===== config.mk =====
export PLATFORM = sky130hd
export DESIGN_NAME = sum_uart_framer_flat
export DESIGN_NICKNAME = d
export VERILOG_FILES = /design/src/rtl/sum_uart_framer_if.sv /design/src/rtl/sum_uart_framer.sv /design/src/flat_wrapper.sv
export SDC_FILE = /design/constraint.sdc
export NUM_CORES = 1
export LEC_CHECK = 0
export ABC_AREA = 1
export BUFFER_PORTS_ARGS = -buffer_cell sky130_fd_sc_hd__buf_4
export CAP_MARGIN = 20
export CORE_ASPECT_RATIO = 0.7
export CORE_UTILIZATION = 55
export DETAILED_ROUTE_END_ITERATION = 10
export PLACE_DENSITY_LB_ADDON = 0.2
export SYNTH_ARGS = -nofsm -noshare
export SYNTH_HDL_FRONTEND = slang
export SYNTH_SLANG_ARGS = --single-unit

===== constraint.sdc =====
create_clock -name clk -period 3.15 [get_ports clk]
set_input_delay 0.1575 -clock clk [delete_from_list [all_inputs] [get_ports clk]]
set_output_delay 0.1575 -clock clk [all_outputs]
set_load 0.02 [all_outputs]

===== src/rtl/sum_uart_framer_if.sv =====
// Handshake bundle between the sum source and the UART framer.
// Master drives the request side, slave drives the serial line.
interface sum_uart_framer_if #(
  parameter int bits = 5
);
  logic [bits-1:0] sum_in;
  logic            send;
  logic            uart_tx_en;
  logic            uart_txd;
  logic            uart_tx_busy;

  modport master (
    output sum_in,
    output send,
    output uart_tx_en,
    input  uart_txd,
    input  uart_tx_busy
  );

  modport slave (
    input  sum_in,
    input  send,
    input  uart_tx_en,
    output uart_txd,
    output uart_tx_busy
  );
endinterface


===== src/rtl/sum_uart_framer.sv =====
// Sends a latched sum as "TO\r\n" (two ASCII decimal digits, CR, LF)
// over an 8N1 UART line, LSB first, idle high.
module sum_uart_framer #(
  parameter int bits     = 5,
  parameter int CLK_FREQ = 50000000,
  parameter int BAUD     = 9600
) (
  input  logic             clk,
  input  logic             reset,
  sum_uart_framer_if.slave bus
);

  localparam int DIV = CLK_FREQ / BAUD;
  localparam int CW  = (DIV > 1) ? $clog2(DIV) : 1;
  localparam logic [CW-1:0] CNT_MAX = CW'(DIV - 1);

  typedef enum logic [1:0] {
    IDLE,
    START,
    DATA,
    STOP
  } state_t;

  state_t          state;
  logic [bits-1:0] sum_q;
  logic [CW-1:0]   cnt;
  logic [1:0]      byte_idx;
  logic [2:0]      bit_idx;
  logic [2:0]      nxt_bit;
  logic            txd_q;
  logic            busy_q;
  logic            bit_end;
  logic [5:0]      s6;
  logic [3:0]      tens;
  logic [3:0]      ones;
  logic [7:0]      cur_byte;

  assign bus.uart_txd     = txd_q;
  assign bus.uart_tx_busy = busy_q;

  assign bit_end = (cnt == CNT_MAX);
  assign nxt_bit = bit_idx + 3'd1;
  assign s6      = 6'(sum_q);

  // Exact decimal split of a value up to 63 by range compare.
  always_comb begin
    tens = 4'd0;
    if (s6 >= 6'd60)      tens = 4'd6;
    else if (s6 >= 6'd50) tens = 4'd5;
    else if (s6 >= 6'd40) tens = 4'd4;
    else if (s6 >= 6'd30) tens = 4'd3;
    else if (s6 >= 6'd20) tens = 4'd2;
    else if (s6 >= 6'd10) tens = 4'd1;
    ones = 4'(s6 - (6'(tens) * 6'd10));
  end

  // Byte currently on the wire; stable for a whole byte.
  always_comb begin
    cur_byte = 8'h0A;
    unique case (byte_idx)
      2'd0: cur_byte = {4'h3, tens};
      2'd1: cur_byte = {4'h3, ones};
      2'd2: cur_byte = 8'h0D;
      2'd3: cur_byte = 8'h0A;
    endcase
  end

  // Framer FSM with baud timing and registered line outputs.
  always_ff @(posedge clk or posedge reset) begin
    if (reset) begin
      state    <= IDLE;
      sum_q    <= '0;
      cnt      <= '0;
      byte_idx <= 2'd0;
      bit_idx  <= 3'd0;
      txd_q    <= 1'b1;
      busy_q   <= 1'b0;
    end else begin
      unique case (state)
        IDLE: begin
          txd_q  <= 1'b1;
          busy_q <= 1'b0;
          if (bus.send && bus.uart_tx_en) begin
            sum_q    <= bus.sum_in;
            cnt      <= '0;
            byte_idx <= 2'd0;
            bit_idx  <= 3'd0;
            txd_q    <= 1'b0;
            busy_q   <= 1'b1;
            state    <= START;
          end
        end
        START: begin
          if (bit_end) begin
            cnt     <= '0;
            bit_idx <= 3'd0;
            txd_q   <= cur_byte[0];
            state   <= DATA;
          end else begin
            cnt <= cnt + 1'b1;
          end
        end
        DATA: begin
          if (bit_end) begin
            cnt <= '0;
            if (bit_idx == 3'd7) begin
              txd_q <= 1'b1;
              state <= STOP;
            end else begin
              bit_idx <= nxt_bit;
              txd_q   <= cur_byte[nxt_bit];
            end
          end else begin
            cnt <= cnt + 1'b1;
          end
        end
        STOP: begin
          if (bit_end) begin
            cnt <= '0;
            if (byte_idx == 2'd3) begin
              byte_idx <= 2'd0;
              txd_q    <= 1'b1;
              busy_q   <= 1'b0;
              state    <= IDLE;
            end else begin
              byte_idx <= byte_idx + 2'd1;
              txd_q    <= 1'b0;
              state    <= START;
            end
          end else begin
            cnt <= cnt + 1'b1;
          end
        end
      endcase
    end
  end

endmodule


===== src/flat_wrapper.sv =====
// flat-port wrapper written by rule: the top's interface ports become plain ports
module sum_uart_framer_flat 
#(
  parameter int bits     = 5,
  parameter int CLK_FREQ = 50000000,
  parameter int BAUD     = 9600
)
  (clk, reset, bus_sum_in, bus_send, bus_uart_tx_en, bus_uart_txd, bus_uart_tx_busy);
  sum_uart_framer_if #(.bits(bits)) bus_i ();
  input  logic clk;
  input  logic reset;
  input wire logic [$bits(bus_i.sum_in)-1:0] bus_sum_in;
  input wire logic [$bits(bus_i.send)-1:0] bus_send;
  input wire logic [$bits(bus_i.uart_tx_en)-1:0] bus_uart_tx_en;
  output wire logic [$bits(bus_i.uart_txd)-1:0] bus_uart_txd;
  output wire logic [$bits(bus_i.uart_tx_busy)-1:0] bus_uart_tx_busy;
  assign bus_i.sum_in = bus_sum_in;
  assign bus_i.send = bus_send;
  assign bus_i.uart_tx_en = bus_uart_tx_en;
  assign bus_uart_txd = bus_i.uart_txd;
  assign bus_uart_tx_busy = bus_i.uart_tx_busy;
  sum_uart_framer #(.bits(bits), .CLK_FREQ(CLK_FREQ), .BAUD(BAUD)) u_core (.clk(clk), .reset(reset), .bus(bus_i));
endmodule

==> run summary, run 1 <==
status - finished, final reports clean
crit-path cells - inv_1, nand2_1, nand3_1, o21ai_0, ha_1, fa_1, inv_1, nand3_1, nand3_1, nand2_1, nand2_1, nand2_1, nand2_1, nand2_1, nand2_1, nand2_1, nand2_1, nand2_1, nand2_1, nand2_1
CTS clk-pin slew, worst paths - 0.10 ns
final wirelength - 3550 um
Vert. Die Dim - 48.8 um
Post-Syn Area per Cell - 8.32 sq um
Period minus WS final - 2.28 ns
Max Freq - 439 MHz
Rows - 16
Hold Path Class - input pin to flop
PD cells - 972 nW/um^2
Die Footprint - 3360 sq um
FF+latch count, synth - 27
H-tree Lvls - 1
ANT cells - 0
endpoints failing setup - 0
max cap viols - 0
clock sink total - 27
synthesis warning total - 0
slowest library cell on the worst path - dfrtp_1
syn nets - 230
via/cell ratio - 5.67
Final ANT Viol Nets - 0
endpoints failing hold - 0
Seq/Total Area, Yosys - 39.3%
CP Launch Type - flop
CTS tree - done
Vias - 1,469
Comb power frac - 54.4%
RSZ-0062 raised after global routing - no
clk buf depth - 2
clock root buffer - clkbuf_8
core area - 2880 sq um
DRC Markers - 0
Clock power frac - 11.4%
pin count of the biggest net entering global routing - 28
Critical Path AT - 2.50 ns
Top cell by count, worst path - nand2_1
Synth top area share - 37.8%
Setup crit end kind - flop
CP Max Fanout - 5
worst-margin pin slew - 0.417 ns
total power - 1.88 mW
Worst Reg2Reg Path Length in Cells - 20
cell total after placement - 253
Max transition margin - 72.2%
I/O pins - 11
Setup Fix Bufs, Post-CTS - 0
WHS Path Cells - 2
vias in the first global route - 1,379
aggregate global routing overflow - 0
peak supply drop - 0.489 mV
Int Pwr - 979 uW
clock latency on the worst-skew pair - 0.28 ns
Port Buffers - 10
Starting Density - 59.7%
Tcrit/Tclk final - 72.2%
Post-Layout Cell Count - 259
NetSw - 896 uW
Total Neg Setup Slack - 0 ns
Inserted Clock Buffers - 3
routability cong. - 0.851
Mapped Cells - 207
most area-hungry cell type in the Yosys netlist - dfrtp_1
reg2reg setup slack - 0.87 ns
clk_skew - 0.00317 ns
area delta synth->final - 12.1%
crit-path max cell delay - 0.40 ns
die width - 68.9 um
Crit Path Class - flop to flop
Sw Share - 47.8%
GRT Resource Usage Total - 24.0%
# fillers - 240
Synth Cell Area - 1720 sq um
DPL Wire Length - 2650 um
layout cell share with drive strength beyond 1 - 16.1%
Slew Limit Fails - 0
initial antenna violation count - 0
CP Data Required Time - 3.38 ns
CTS Hold Buffers Added - 0
DR WL/cell - 13.7 um
Synth area leaders - dfrtp_1 (38%), ha_1 (9.4%), nand2_1 (9.4%)
global-route wire length before repair - 6090 um
LEAKAGE - 0.937 nW
nets - 247
Seq pwr share - 34.2%
1st-pass router iterations - 5
post-synth cell types - 33
DR iter-0 viols - 67
Resized Gates After CTS - 0
==> logic make-up after synthesis <==
logic type | Yosys count | share of synthesized area [%]
AO/OA/AOI/OAI | 46 | 17.4
XOR/XNOR | 3 | 1.53
adder cells (fa/ha/maj) | 14 | 10.6
multiplexers | 2 | 1.31
AND/OR/NAND/NOR | 80 | 22.2
flip-flops | 27 | 39.3
buffers and inverters | 35 | 7.70
==> sequential cells by signal (all words and copies together) (netlist names) <==
| register | flops |
|---|---|
| u_core.bus.uart_txd | 1 |
| u_core.state | 2 |
| u_core.cnt | 13 |
| u_core.bit_idx | 3 |
| u_core.bus.uart_tx_busy | 1 |
| u_core.byte_idx | 2 |
| u_core.sum_q | 5 |
==> layout make-up <==
| cell class | instances | area [sq um] | share of cell area (%) |
|---|---|---|---|
| Clock inverter | 1 | 8.76 | 0.454 |
| Timing Repair Buffer | 12 | 113 | 5.84 |
| Multi-Input combinational cell | 145 | 912 | 47.3 |
| Inverter | 35 | 133 | 6.87 |
| Tap cell | 36 | 45.0 | 2.33 |
| Clock buffer | 3 | 41.3 | 2.14 |
| Sequential cell | 27 | 677 | 35.1 |
==> worst max-delay path, delay by kind of cell, from the launching register on <==
family	cells	cell delay (ns)
AO/OA/AOI/OAI	1	0.09
adder cells (fa/ha/maj)	2	0.60
buffers and inverters	2	0.20
flip-flops	1	0.40
AND/OR/NAND/NOR	15	0.93
==> layer usage <==
| metal | part of all wire (%) | track usage (%) |
|---|---|---|
| met2 | 48 | 37.5 |
| met4 | 0.65 | 4.42 |
| met3 | 3.2 | 6.07 |
| met5 | 0 | 0 |
| met1 | 48 | 33.7 |
==> per-stage QoR <==
| step | instance area [sq um] | hold slack, ns | util (%) | setup WS (ns) |
|---|---|---|---|---|
| floorplan | 1720 | 0.209 | - | 1.10 |
| global placement | 1840 | 0.393 | 63.9 | 1.02 |
| detailed placement | 1840 | 0.404 | 63.9 | 0.902 |
| CTS | 1890 | 0.102 | 65.6 | 0.878 |
| global route | 1930 | 0.109 | 66.9 | 0.604 |
| finish | 1930 | 0.107 | 66.9 | 0.874 |
==> path summary, 6_finish.rpt <==
| kind | startpoint | endpoint |
|---|---|---|
| setup / recovery | u_core.sum_q[2] | u_core.bus.uart_txd |
| hold / removal | bus_sum_in[3] | u_core.sum_q[3] |
| setup reg to reg | u_core.sum_q[2] | u_core.bus.uart_txd |
| hold reg to reg | u_core.bus.uart_txd | u_core.bus.uart_txd |
| max in group asynchronous | reset | u_core.bus.uart_txd |
| min in group asynchronous | reset | u_core.cnt[0] |
==> power by group through the flow <==
stage                     combinational (mW)  clock [mW]  sequential, mW
after floorplan                        0.781           0           0.622
after global placement                 0.955           0           0.632
after detailed placement                1.00           0           0.643
after CTS                               1.01       0.220           0.637
after global routing                    1.16       0.227           0.667
final                                   1.02       0.213           0.641
==> synthesized netlist by cell type <==
cell type,n
a32o_1,3
nor2_1,7
inv_1,33
o21ai_0,11
nor2_4,1
o22ai_1,2
nor3_2,1
o211ai_1,1
o32ai_1,4
nand2_1,43
nor2_2,4
o22ai_2,1
o31ai_1,2
a31oi_1,1
nand2_2,2
or2_2,2
nand4_1,2
ha_1,13
o21ai_2,1
inv_2,1
nor3_1,2
nor4_2,2
o211ai_4,1
nand3_2,1
o21ai_1,4
a21oi_1,15
mux2_2,2
nand3_1,13
xor2_1,3
clkinv_2,1
dfrtp_1,26
fa_1,1
dfstp_2,1
==> cell usage in the layout (no fill, tap or decap), types with 2 or more instances in the layout <==
cell      instances
nor2_2            4
nor4_2            2
a32o_1            3
buf_4            10
nand2_2           2
inv_1            33
nand4_1           2
or2_2             2
dfrtp_1          26
o31ai_1           2
nand3_1          13
mux2_2            2
nor2_1            7
a21oi_1          15
o21ai_1           4
o22ai_1           2
xor2_1            3
o32ai_1           4
o21ai_0          11
clkbuf_8          3
ha_1             13
nor3_1            2
nand2_1          43
No activity file was read; power rests on OpenSTA's default activity.
==> run 2: changes to the inputs <==
Settings changed: ABC_AREA 1 to 0.
Clock period 3.15 ns to 2.2 ns, I/O delays scaled along.
==> run 2 against run 1 <==
Against the previous run: die area increased by 5.0%; non-clock buffer count increased by 8; count of clock-buffer cells in the layout unchanged.
==> run summary, run 2 <==
status - finished, final reports clean
worst reg2reg startpoint - u_core.sum_q[2]
top post-synthesis cells by count - dfrtp_1 (26), o21ai_0 (26), nand2_1 (15)
RSZ-0062 raised after global routing - no
Synth top area share - 35.9%
Synth Cell Area - 1810 sq um
reg2reg setup slack - 0.1 ns
cell total after placement - 244
Setup crit end kind - flop
Synth Flop Type - dfrtp_1
1st-pass router iterations - 5
area delta synth->final - 13.4%
clock root buffer - clkbuf_8
via/cell ratio - 6.11
PD cells - 396 nW/um^2
crit-path cells - or3b_4, o311a_1, inv_1, ha_2, fa_1, nand4b_1, a41oi_2, a21oi_1, o21ai_1
Max Freq - 476 MHz
synthesis warning total - 0
biggest regs - u_core.cnt x13, u_core.sum_q x5, u_core.bit_idx x3
Seq/Total Area, Yosys - 37.4%
Starting Density - 57.5%
FF+latch count, synth - 27
Fin Hold WS - 0.0607 ns
I/O pins - 11
endpoints failing hold - 0
Mapped Cells - 193
Synth area leaders - dfrtp_1 (36%), ha_1 (9.0%), o21ai_0 (7.2%)
Worst Reg2Reg Path Length in Cells - 9
max cap viols - 0
clock latency on the worst-skew pair - 0.28 ns
Critical Path AT - 2.32 ns
most area-hungry cell type in the Yosys netlist - dfrtp_1
max reg flops - 13
DR WL/cell - 15.4 um
final wirelength - 3840 um
syn nets - 216
Vert. Die Dim - 50.0 um
clock sink total - 27
layout cell share with drive strength beyond 1 - 23.1%
aggregate global routing overflow - 0
CP Data Required Time - 2.42 ns
crit-path max cell delay - 0.40 ns
Max transition margin - 58.4%
WHS Path Cells - 2
CTS tree - done
CP endpoint - u_core.bus.uart_txd
die width - 70.6 um
most frequent cells in the layout - dfrtp_1 (26), o21ai_0 (25), buf_4 (19), nand2_1 (15), inv_1 (14)
core area - 3150 sq um
worst-margin pin slew - 0.619 ns
nets - 236
Period minus WS final - 2.10 ns
clk buf depth - 2
endpoints failing setup - 0
peak supply drop - 0.424 mV
clk_skew - 0.00519 ns
Rows - 17
routability cong. - 0.916
H-tree Lvls - 1
CTS clk-pin slew, worst paths - 0.10 ns
beginning of the critical path - u_core.sum_q[2]
DR iter-0 viols - 130
post-synth cell types - 51
Tcrit/Tclk final - 95.6%
Post-Syn Area per Cell - 9.38 sq um
Post-Layout Cell Count - 250
CP Launch Type - flop
GRT Resource Usage Total - 24.3%
vias in the first global route - 1,415
pin count of the biggest net entering global routing - 28
Port Buffers - 10
Top reg by flops - u_core.cnt
DRC Markers - 0
count of flip-flops with a built-in enable after synthesis - 0
commonest non-fill, non-tap cell in the layout - dfrtp_1
Final Instance Area - 2050 sq um
LEAKAGE - 0.870 nW
ANT cells - 0
# fillers - 251
Hold Path Class - input pin to flop
asr flop ratio synth - 100%
Final ANT Viol Nets - 0
slowest library cell on the worst path - dfrtp_1
initial antenna violation count - 0
Slew Limit Fails - 0
Vias - 1,528
global-route wire length before repair - 6690 um
reg2reg end - u_core.bus.uart_txd
Crit Path Class - flop to flop
DPL Wire Length - 2820 um
area post-placement - 1970 sq um
CP Max Fanout - 2
Inserted Clock Buffers - 3
Die Footprint - 3530 sq um
## run 2: cell count changes in the layout (fill, tap and decap cells not counted), moves of 5 or more
cell | previous run | this run
a21oi_1 | 15 | 5
inv_1 | 33 | 14
o21ai_0 | 11 | 25
buf_4 | 10 | 19
nand3_1 | 13 | 8
nand2_1 | 43 | 15
## run 2: kinds of logic (layout without fill, tap and decap cells)
| group | after synthesis | in the layout | synth area share (%) |
|---|---|---|---|
| AO/OA/AOI/OAI | 60 | 60 | 21.6 |
| XOR/XNOR | 4 | 4 | 1.94 |
| adder cells (fa/ha/maj) | 15 | 15 | 10.6 |
| buffers and inverters | 19 | 38 | 4.42 |
| flip-flops | 27 | 27 | 37.4 |
| multiplexers | 6 | 6 | 3.73 |
| AND/OR/NAND/NOR | 62 | 62 | 20.3 |
## run 2: what timing repair did
item	4_1_cts	5_1_grt
setup buffers	0	2
gates cloned	0	0
pin swaps	0	3
setup endpoints to repair	1	2
endpoints found under the hold margin	26	0
gates resized for setup	2	4
hold buffers	1	0
## run 2: how the worst min path moves through the flow
stage | startpoint | end | slack (ns)
3_3_place_gp | reset | u_core.cnt[5] | 0.20
3_5_place_dp | reset | u_core.cnt[3] | 0.20
5_1_grt | bus_sum_in[1] | u_core.sum_q[1] | 0.05
2_1_floorplan | reset | u_core.bit_idx[0] | 0.16
6_report | bus_sum_in[1] | u_core.sum_q[1] | 0.06
4_1_cts | bus_sum_in[1] | u_core.sum_q[1] | 0.06
## run 2: stage by stage
stage	total power [mW]	util, %	setup slack, ns	setup TNS, ns
floorplan	0.514	-	0.0172	0
global placement	0.530	62.4	0.00608	0
detailed placement	0.531	62.4	-0.0143	-0.0143
CTS	0.818	64.5	0.000608	0
global route	0.847	65.2	0.0231	0
finish	0.813	65.2	0.0970	0
## run 2: cell type report
class / instances / area (sq um) / area share (%)
Inverter: 14 / 52.6 / 2.56
Timing Repair Buffer: 20 / 153 / 7.43
Sequential cell: 27 / 677 / 33.0
Tap cell: 38 / 47.5 / 2.32
Clock buffer: 3 / 41.3 / 2.01
Clock inverter: 1 / 7.51 / 0.366
Multi-Input combinational cell: 147 / 1070 / 52.3
## run 2: power breakdown
group	total [mW]	internal (mW)	leakage [nW]	switching [mW]
registers	0.496	0.496	0.333	0
logic	0.0252	0.0117	0.516	0.0135
clock network	0.292	0.129	0.0217	0.163
## run 2: worst max-delay path, delay by kind of cell (launching register included)
kind	cells	cell delay, ns
AOI/OAI and AO/OA	4	0.45
DFF	1	0.40
and+or+nand+nor	2	0.58
adders and majority gates	2	0.55
buffers and inverters	1	0.06
## run 2: metal layers
layer  global-route usage [%]  part of all wire [%]  vias up
li1                         -                     -      750
met1                     38.3                    52      738
met2                     34.8                    43       38
met3                     5.52                   4.8        2
met4                     2.67                  0.31        0
met5                        0                     0        -
